`config.mk`:
```
export PLATFORM = sky130hd
export DESIGN_NAME = pc_ctrl_flat
export DESIGN_NICKNAME = d
export VERILOG_FILES = /design/src/rtl/cpu_pkg.sv /design/src/rtl/pc_ctrl_if.sv /design/src/rtl/instr_decode.sv /design/src/rtl/pc_ctrl.sv /design/src/flat_wrapper.sv
export SDC_FILE = /design/constraint.sdc
export NUM_CORES = 1
export LEC_CHECK = 0
export CAP_MARGIN = 15
export CORE_ASPECT_RATIO = 1.25
export CORE_MARGIN = 2
export CORE_UTILIZATION = 35
export CTS_BUF_LIST = sky130_fd_sc_hd__clkbuf_4 sky130_fd_sc_hd__clkbuf_8
export DETAILED_ROUTE_END_ITERATION = 7
export SYNTH_ARGS = -nofsm -noshare
export SYNTH_HDL_FRONTEND = slang
export SYNTH_SLANG_ARGS = --single-unit
```
`constraint.sdc`:
```
create_clock -name clk -period 4.6 [get_ports clk]
set_clock_uncertainty 0.05 [all_clocks]
set_input_delay 0.92 -clock clk [delete_from_list [all_inputs] [get_ports clk]]
set_output_delay 0.92 -clock clk [all_outputs]
set_load 0.02 [all_outputs]
```
`src/rtl/cpu_pkg.sv`:
```
// rtl/cpu_pkg.sv - shared opcode constants and control-FSM state type
package cpu_pkg;

    localparam int OPC_MSB = 15;
    localparam int OPC_LSB = 12;

    localparam logic [3:0] OP_BRZ  = 4'hC;
    localparam logic [3:0] OP_BRNZ = 4'hD;
    localparam logic [3:0] OP_JMP  = 4'hE;
    localparam logic [3:0] OP_HALT = 4'hF;

    localparam int CNT_W = 3;

    typedef enum logic [1:0] {
        ST_RUN      = 2'd0,
        ST_REDIRECT = 2'd1,
        ST_FLUSH    = 2'd2,
        ST_HALT     = 2'd3
    } state_t;

endpackage

```
`src/rtl/pc_ctrl_if.sv`:
```
// rtl/pc_ctrl_if.sv - fetch-side inputs and PC load / issue outputs of pc_ctrl
interface pc_ctrl_if #(
    parameter int BUS_WIDTH = 16
);
    logic [BUS_WIDTH-1:0] instr;
    logic                 instr_valid;
    logic                 zero;
    logic                 PL;
    logic                 JB;
    logic [5:0]           offset;
    logic                 flush;
    logic                 issue;
    logic [BUS_WIDTH-1:0] ir;
    logic                 halted;

    modport master (
        output instr, instr_valid, zero,
        input  PL, JB, offset, flush, issue, ir, halted
    );

    modport slave (
        input  instr, instr_valid, zero,
        output PL, JB, offset, flush, issue, ir, halted
    );
endinterface

```
`src/rtl/instr_decode.sv`:
```
// rtl/instr_decode.sv - combinational opcode classification, shared with execute
module instr_decode
    import cpu_pkg::*;
(
    input  logic [3:0] op_i,
    input  logic       zero_i,
    output logic       is_ctrl_o,
    output logic       is_jump_o,
    output logic       is_branch_o,
    output logic       branch_taken_o,
    output logic       is_halt_o
);

    assign is_jump_o      = (op_i == OP_JMP);
    assign is_halt_o      = (op_i == OP_HALT);
    assign is_branch_o    = (op_i == OP_BRZ) || (op_i == OP_BRNZ);
    assign branch_taken_o = ((op_i == OP_BRZ) && zero_i) || ((op_i == OP_BRNZ) && !zero_i);
    assign is_ctrl_o      = is_jump_o || is_branch_o || is_halt_o;

endmodule

```
`src/rtl/pc_ctrl.sv`:
```
// rtl/pc_ctrl.sv - decodes fetched instructions, drives PC load and squashes wrong-path fetches
module pc_ctrl
    import cpu_pkg::*;
#(
    parameter int BUS_WIDTH    = 16,
    parameter int FLUSH_CYCLES = 1
) (
    input  logic          clk,
    input  logic          reset,
    pc_ctrl_if.slave      bus
);

    state_t               state_q, state_d;
    logic [CNT_W-1:0]     cnt_q, cnt_d;
    logic                 pl_q, pl_d;
    logic                 jb_q, jb_d;
    logic [5:0]           offset_q, offset_d;
    logic                 flush_q, flush_d;
    logic                 issue_q, issue_d;
    logic [BUS_WIDTH-1:0] ir_q, ir_d;
    logic                 halted_q, halted_d;

    logic is_ctrl, is_jump, is_branch, branch_taken, is_halt;

    instr_decode u_decode (
        .op_i           (bus.instr[OPC_MSB:OPC_LSB]),
        .zero_i         (bus.zero),
        .is_ctrl_o      (is_ctrl),
        .is_jump_o      (is_jump),
        .is_branch_o    (is_branch),
        .branch_taken_o (branch_taken),
        .is_halt_o      (is_halt)
    );

    always_ff @(posedge clk or negedge reset) begin
        if (!reset) begin
            state_q  <= ST_RUN;
            cnt_q    <= '0;
            pl_q     <= 1'b0;
            jb_q     <= 1'b0;
            offset_q <= '0;
            flush_q  <= 1'b0;
            issue_q  <= 1'b0;
            ir_q     <= '0;
            halted_q <= 1'b0;
        end else begin
            state_q  <= state_d;
            cnt_q    <= cnt_d;
            pl_q     <= pl_d;
            jb_q     <= jb_d;
            offset_q <= offset_d;
            flush_q  <= flush_d;
            issue_q  <= issue_d;
            ir_q     <= ir_d;
            halted_q <= halted_d;
        end
    end

    always_comb begin
        state_d  = state_q;
        cnt_d    = cnt_q;
        pl_d     = 1'b0;
        jb_d     = jb_q;
        offset_d = offset_q;
        flush_d  = flush_q;
        issue_d  = 1'b0;
        ir_d     = ir_q;
        halted_d = halted_q;

        unique case (state_q)
            ST_RUN: begin
                if (bus.instr_valid) begin
                    ir_d    = bus.instr;
                    issue_d = !is_ctrl;
                    if (is_halt) begin
                        halted_d = 1'b1;
                        pl_d     = 1'b1;
                        jb_d     = 1'b0;
                        offset_d = '0;
                        state_d  = ST_HALT;
                    end else if (is_jump || (is_branch && branch_taken)) begin
                        pl_d     = 1'b1;
                        jb_d     = is_jump;
                        offset_d = bus.instr[5:0];
                        state_d  = ST_REDIRECT;
                    end
                end
            end
            ST_REDIRECT: begin
                jb_d    = 1'b0;
                flush_d = 1'b1;
                cnt_d   = CNT_W'(FLUSH_CYCLES - 1);
                state_d = ST_FLUSH;
            end
            ST_FLUSH: begin
                // Fetches still in flight from the old PC are dropped unseen.
                if (cnt_q == '0) begin
                    flush_d = 1'b0;
                    state_d = ST_RUN;
                end else begin
                    cnt_d = cnt_q - CNT_W'(1);
                end
            end
            ST_HALT: begin
                // PC keeps branching to itself with a zero offset.
                pl_d     = 1'b1;
                jb_d     = 1'b0;
                offset_d = '0;
            end
            default: state_d = ST_RUN;
        endcase
    end

    assign bus.PL     = pl_q;
    assign bus.JB     = jb_q;
    assign bus.offset = offset_q;
    assign bus.flush  = flush_q;
    assign bus.issue  = issue_q;
    assign bus.ir     = ir_q;
    assign bus.halted = halted_q;

endmodule

```
`src/flat_wrapper.sv`:
```
// flat-port wrapper written by rule: the top's interface ports become plain ports
module pc_ctrl_flat import cpu_pkg::*;
#(
    parameter int BUS_WIDTH    = 16,
    parameter int FLUSH_CYCLES = 1
)
  (clk, reset, bus_instr, bus_instr_valid, bus_zero, bus_PL, bus_JB, bus_offset, bus_flush, bus_issue, bus_ir, bus_halted);
  pc_ctrl_if #(.BUS_WIDTH(BUS_WIDTH)) bus_i ();
  input  logic clk;
  input  logic reset;
  input wire logic [$bits(bus_i.instr)-1:0] bus_instr;
  input wire logic [$bits(bus_i.instr_valid)-1:0] bus_instr_valid;
  input wire logic [$bits(bus_i.zero)-1:0] bus_zero;
  output wire logic [$bits(bus_i.PL)-1:0] bus_PL;
  output wire logic [$bits(bus_i.JB)-1:0] bus_JB;
  output wire logic [$bits(bus_i.offset)-1:0] bus_offset;
  output wire logic [$bits(bus_i.flush)-1:0] bus_flush;
  output wire logic [$bits(bus_i.issue)-1:0] bus_issue;
  output wire logic [$bits(bus_i.ir)-1:0] bus_ir;
  output wire logic [$bits(bus_i.halted)-1:0] bus_halted;
  assign bus_i.instr = bus_instr;
  assign bus_i.instr_valid = bus_instr_valid;
  assign bus_i.zero = bus_zero;
  assign bus_PL = bus_i.PL;
  assign bus_JB = bus_i.JB;
  assign bus_offset = bus_i.offset;
  assign bus_flush = bus_i.flush;
  assign bus_issue = bus_i.issue;
  assign bus_ir = bus_i.ir;
  assign bus_halted = bus_i.halted;
  pc_ctrl #(.BUS_WIDTH(BUS_WIDTH), .FLUSH_CYCLES(FLUSH_CYCLES)) u_core (.clk(clk), .reset(reset), .bus(bus_i));
endmodule
```
Word-level counts from Yosys, hierarchy flattened
Index checks and enable logic that the tools add are counted.
{"block": "word_totals", "regBits": 32, "in_bits": 20, "output_inout_bits": 27}
{"block": "op_classes", "add_sub_neg": 1, "n_eq_ne": 11, "mux": 23, "reduce_logical": 24}
{"cell": "$mux W6", "count": 3}
{"cell": "$eq A4 B4 Y1 const B", "count": 4}
{"cell": "$pmux W6 S2", "count": 1}
{"cell": "$mux W1", "count": 9}
{"cell": "$reduce_and A3 Y1", "count": 3}
{"cell": "$mux W2", "count": 4}
{"cell": "$pmux W1 S2", "count": 3}
{"cell": "$pmux W2 S3", "count": 1}
{"cell": "$pmux W3 S2", "count": 1}
{"cell": "$reduce_and A2 Y1", "count": 3}
{"cell": "$reduce_bool A2 Y1", "count": 3}
{"cell": "$logic_or A1 B1 Y1", "count": 5}
{"cell": "$eq A2 B2 Y1 const B", "count": 2}
{"cell": "$ne A2 B2 Y1 const B", "count": 2}
{"cell": "$reduce_and A4 Y1", "count": 1}
{"cell": "$logic_and A1 B1 Y1", "count": 3}
{"cell": "$logic_not A3 Y1", "count": 1}
{"cell": "$mux W3", "count": 1}
{"cell": "$ne A3 B2 Y1 const B", "count": 1}
{"cell": "$reduce_bool A3 Y1", "count": 1}
{"cell": "$sub A3 B1 Y3 const B", "count": 1}
{"cell": "$eq A2 B1 Y1 const B", "count": 1}
{"cell": "$logic_not A1 Y1", "count": 2}
{"cell": "$logic_not A2 Y1", "count": 1}
{"cell": "2 further kinds", "count": 2}

Logic depth before layout (Yosys ltp)
{"block": "depth", "word_depth": 9, "depth_mapped": 6}

Cells and area by module
From an unflattened synthesis, not the netlist that was laid out.
{"block": "unflattened", "cells_unflattened": 120, "area_unflattened_um2": 1506.4}
{"mod": "pc_ctrl", "instances": 1, "cells_each": 111, "area_each_um2": 1460.2, "seq_area_each_um2": 800.8}
{"mod": "instr_decode", "instances": 1, "cells_each": 9, "area_each_um2": 46.3, "seq_area_each_um2": 0.0}

Least setup slack after synthesis
OpenSTA, ideal clock, no wires.
{"block": "synth_path", "path_type": "input-to-reg", "start": "in bus_zero", "end": "reg u_core.state_q[1]", "arrival_time_ps": 1877, "t_required_ps": 4425, "slack_ps": 2548, "cell_stages": 4, "n_path_buf": 0, "path_cell_list": "xnor2_1 -> a22o_1 -> a211o_1 -> mux2_4"}
{"block": "synth_via", "elab_chain_cells": 7, "word_cells_on_any_way": 8, "cone_classes": "eq/ne (1); reduce/logical (7)"}
{"element": "start, declared", "line_no": "flat_wrapper.sv:13", "rtl": "input wire logic [$bits(bus_i.zero)-1:0] bus_zero;"}
{"element": "$logic_not A1 Y1", "line_no": "instr_decode.sv:17", "rtl": "assign branch_taken_o = ((op_i == OP_BRZ) && zero_i) || ((op_i == OP_BRNZ) && !zero_i);"}
{"element": "$logic_and A1 B1 Y1", "line_no": "instr_decode.sv:17"}
{"element": "$logic_or A1 B1 Y1 (*)", "line_no": "instr_decode.sv:17"}
{"element": "$logic_and A1 B1 Y1 (*)", "line_no": "pc_ctrl.sv:81", "rtl": "end else if (is_jump || (is_branch && branch_taken)) begin"}
{"element": "$logic_or A1 B1 Y1 (*)", "line_no": "pc_ctrl.sv:81"}
{"element": "$ne A3 B2 Y1 (no source line) (*)"}
{"element": "$reduce_and A4 Y1 (no source line) (*)"}
{"element": "end signal, assigned", "line_no": "pc_ctrl.sv:47", "rtl": "state_q <= state_d;"}
{"element": "end, declared", "line_no": "pc_ctrl.sv:13", "rtl": "state_t state_q, state_d;"}
Every way passes the cells marked *; elsewhere a longest branch is shown, timed or not.
A chain may end at the register's enable or synchronous reset.

Worst setup path in the final report
{"block": "layout_path", "start": "in bus_instr[12]", "end": "reg u_core.state_q[1]"}
{"block": "layout_via", "elab_chain_cells": 7, "word_cells_on_any_way": 15, "cone_classes": "eq/ne (5); mux (3); reduce/logical (7)"}
{"element": "start, declared", "line_no": "flat_wrapper.sv:11", "rtl": "input wire logic [$bits(bus_i.instr)-1:0] bus_instr;"}
{"element": "$eq A4 B4 Y1", "line_no": "instr_decode.sv:16, instr_decode.sv:17"}
{"element": "$logic_and A1 B1 Y1", "line_no": "instr_decode.sv:17"}
{"element": "$logic_or A1 B1 Y1", "line_no": "instr_decode.sv:17"}
{"element": "$logic_and A1 B1 Y1", "line_no": "pc_ctrl.sv:81"}
{"element": "$logic_or A1 B1 Y1", "line_no": "pc_ctrl.sv:81"}
{"element": "$ne A3 B2 Y1 (no source line)"}
{"element": "$reduce_and A4 Y1 (no source line)"}
Parallel ways exist; a longest one is shown, timed or not. The select of a mux whose other input is x is not followed.

==> results.md <==
- Setup-failing EPs final: 0
- Initial antenna violation count: 0
- Clock period minus worst slack: 2370 ps
- Syn Area/Cell: between 10 and 15 µm²
- Final setup TNS: 0 ps
- Gpl congestion: 0.835
- Die Span X: slightly above 60 µm
- Row cnt: 25
- Most frequent cells in the layout: clkdlybuf4s50_1 (46), dfrtp_1 (32), mux2_2 (17)
- Commonest non-fill, non-tap cell in the layout: clkdlybuf4s50_1
- Root buf cell: clkbuf_8
- Rel. slew slack: a little under half
- Crit-path cells: clkdlybuf4s50_1 > xnor2_1 > a22o_1 > a211o_1 > mux2_4
- Critical-path top delay cell: clkdlybuf4s50_1
- # resized after CTS: 0
- Synth Cell Area: about 1400 µm²
- Seq pwr share: between 40% and 50%
- Min-Delay Path Depth: 1
- Critical Path Start Type: primary input
- Top Metal Used: met4
- Clock sink count: 32
- Die height: approximately 75 µm
- Detailed-route wire length per cell: 13.9 µm
- Global route overflow: 0
- Nets: 193
- DRC Markers: 0
- DRT met1 WL: between 1 and 1.5 mm
- Met3 WL post-DR: between 200 and 250 µm
- Design area: between 2000 and 2500 µm²
- Pleak: between 0.9 and 1 nW
- Global Route Usage Sum: ~15%
- Starting Density: a little under two fifths
- Worst EP arrival: approximately 2500 ps
- H-tree Lvls: 2
- Gate count after technology mapping: between 100 and 150
- HP Class: flip-flop to flip-flop
- Crit-path max FO: 4
- Hold path startpoint: u_core.bus.halted
- Period utilization: around half
- Global-route wire length before repair: 4.91 mm
- Port Buffers: 46
- Worst r2r src: u_core.state_q[1]
- Avg Vias per Cell: around 4.8
- Via count: 1058
- Seq/Total Area, Yosys: 56.2%
- Switching Share: a little under a fifth
- Die Area: ~4600 µm²
- CP Capture Type: flip-flop
- Post-synth cell types: 25
- Max Cap Violations: 0
- PwrDens: 289 nW/µm²
- Cell Area, Placed: between 1500 and 2000 µm²
- TritonCTS buffer count: 5
- Synthesized Nets: 141
- Ys flop type: dfrtp_1
- Ys async rst share: 100%
- IO Count: between 40 and 50
- Antenna Nets Post-Route: 0
- Routed WL: roughly 3.1 mm
- FF-to-FF path depth: 4
- Largest net degree at the start of global routing: 33
- Hold path endpoint: u_core.bus.halted
- Reg2Reg Setup Slack: around 2700 ps
- Clk network pwr share: 48.4%
- Synth warn: 0
- Combinational Power Share: under 10%
- Initial drt markers: 36
- RSZ-0062 raised after global routing: no
- Antenna fix cells: 0
- CP bufs+invs: 1
- R2R Path End: u_core.bus.ir[8]
- Hold-fix buffers, CTS: 0
- Delay-heaviest family, CP: compound AO/OA/AOI/OAI gates
- Switching power: 111 µW
- Int Pwr: just under 500 µW
- Dpl hpwl: approximately 2.3 mm
- Clock transition at the registers of the reported paths: ~60 ps
- Achievable Freq: around 0.42 GHz
- Peak VDD IR: between 0.0001 and 0.00015 V
- Final Util: between 50% and 60%
- Met2 wire length: about 1.5 mm
- Worst-Skew Late Latency: 280 ps
- Post-CTS setup buffers: 0
- Synth Register Bits: 32
- Slew Limit Fails: 0
- Clk buf depth: 2
- Vias in the first global route: 1081
- Router iterations before antenna repair: 4
- Post-synth EDFFs: 0
- Slowest cell delay on critical path: about 560 ps
- Status: completed
- Worst Max-Slew Pin Slew: about 800 ps
- Fillers: around 340
- Final Hold Vio Count: 0
- Layout cells sized above 1: between 10% and 20%
- CTS tree: done
- Crit path required time: 4710 ps
- Area delta synth->final: 45.8%
- Crit Path Category: primary input to flip-flop
- Std-Cell Core Area: 3850 µm²
==> worst max-delay path by stage <==
stage / from / to / slack, ps / cells past startpoint
floorplan: bus_zero / u_core.state_q[1] / 2550 / 4
global placement: bus_instr[12] / u_core.state_q[1] / 1980 / 5
detailed placement: bus_instr[12] / u_core.state_q[1] / 1940 / 5
CTS: bus_instr[12] / u_core.state_q[1] / 2240 / 5
global route: bus_instr[12] / u_core.bus.offset[2] / 2150 / 5
finish: bus_instr[12] / u_core.state_q[1] / 2230 / 5
==> power groups by stage <==
| stage | clock network, mW | logic [mW] | registers (mW) |
|---|---|---|---|
| floorplan | 0 | 0.00264 | 0.287 |
| global placement | 0 | 0.0280 | 0.287 |
| detailed placement | 0 | 0.0283 | 0.287 |
| CTS | 0.295 | 0.0286 | 0.281 |
| global route | 0.311 | 0.0307 | 0.281 |
| finish | 0.291 | 0.0279 | 0.281 |
==> registers in the layout, summed over array words and instances, names as in the netlist <==
signal / count
u_core.state_q: 2
u_core.bus.halted: 1
u_core.bus.issue: 1
u_core.bus.ir: 16
u_core.bus.flush: 1
u_core.cnt_q: 3
u_core.bus.PL: 1
u_core.bus.JB: 1
u_core.bus.offset: 6
==> synthesized netlist by cell type (2+ instances only) <==
cell type | n | area [µm²]
nor2_1 | 5 | 18.8
nand2b_1 | 2 | 12.5
a22o_1 | 4 | 35.0
dfrtp_1 | 32 | 801
ha_1 | 6 | 75.1
o21ai_0 | 3 | 15.0
nand2_1 | 10 | 37.5
inv_1 | 10 | 37.5
mux2i_1 | 7 | 70.1
nor2b_1 | 3 | 18.8
nand3_1 | 2 | 10.0
mux2_2 | 17 | 191
xnor2_1 | 2 | 17.5
==> worst register-to-register path: cells and delay by family, from the launching register on <==
kind          cells  cell delay [ps]
simple gates      1              600
flops             1              390
mux               1              420
fa+ha+maj         1              230
buf+inv           1               90
==> cell type report <==
type                            instances  area (µm²)  area share, %
Clock buffer                            7        96.3           4.64
Clock inverter                          1        30.0           1.44
Inverter                               10        37.5           1.81
Multi-Input combinational cell         71         578           27.8
Sequential cell                        32         801           38.5
Tap cell                               54        67.6           3.25
Timing Repair Buffer                   47         468           22.5
==> metal layers <==
metal  global-route usage (%)  up-vias
met3                     4.58        7
met1                     18.2      514
met2                     24.1       39
met4                     7.25        0
li1                         -      498
met5                        0        -
==> stage by stage <==
step / setup slack (ps) / hold slack, ps / power [mW] / instances
3_3_place_gp: 1980 / 413 / 0.315 / 214
2_1_floorplan: 2550 / 446 / 0.289 / 115
4_1_cts: 2240 / 458 / 0.605 / 222
3_5_place_dp: 1940 / 443 / 0.315 / 214
6_report: 2230 / 448 / 0.600 / 222
5_1_grt: 2150 / 474 / 0.623 / 222
==> cell families after synthesis <==
| family | after synthesis | synth area share, % |
|---|---|---|
| simple gates | 26 | 8.52 |
| buf+inv | 12 | 3.25 |
| mux | 25 | 19.4 |
| compound gates | 12 | 6.15 |
| flops | 32 | 56.2 |
| fa+ha+maj | 6 | 5.27 |
| xor+xnor | 2 | 1.23 |
Note: power is estimated with default switching activity, not from simulation.
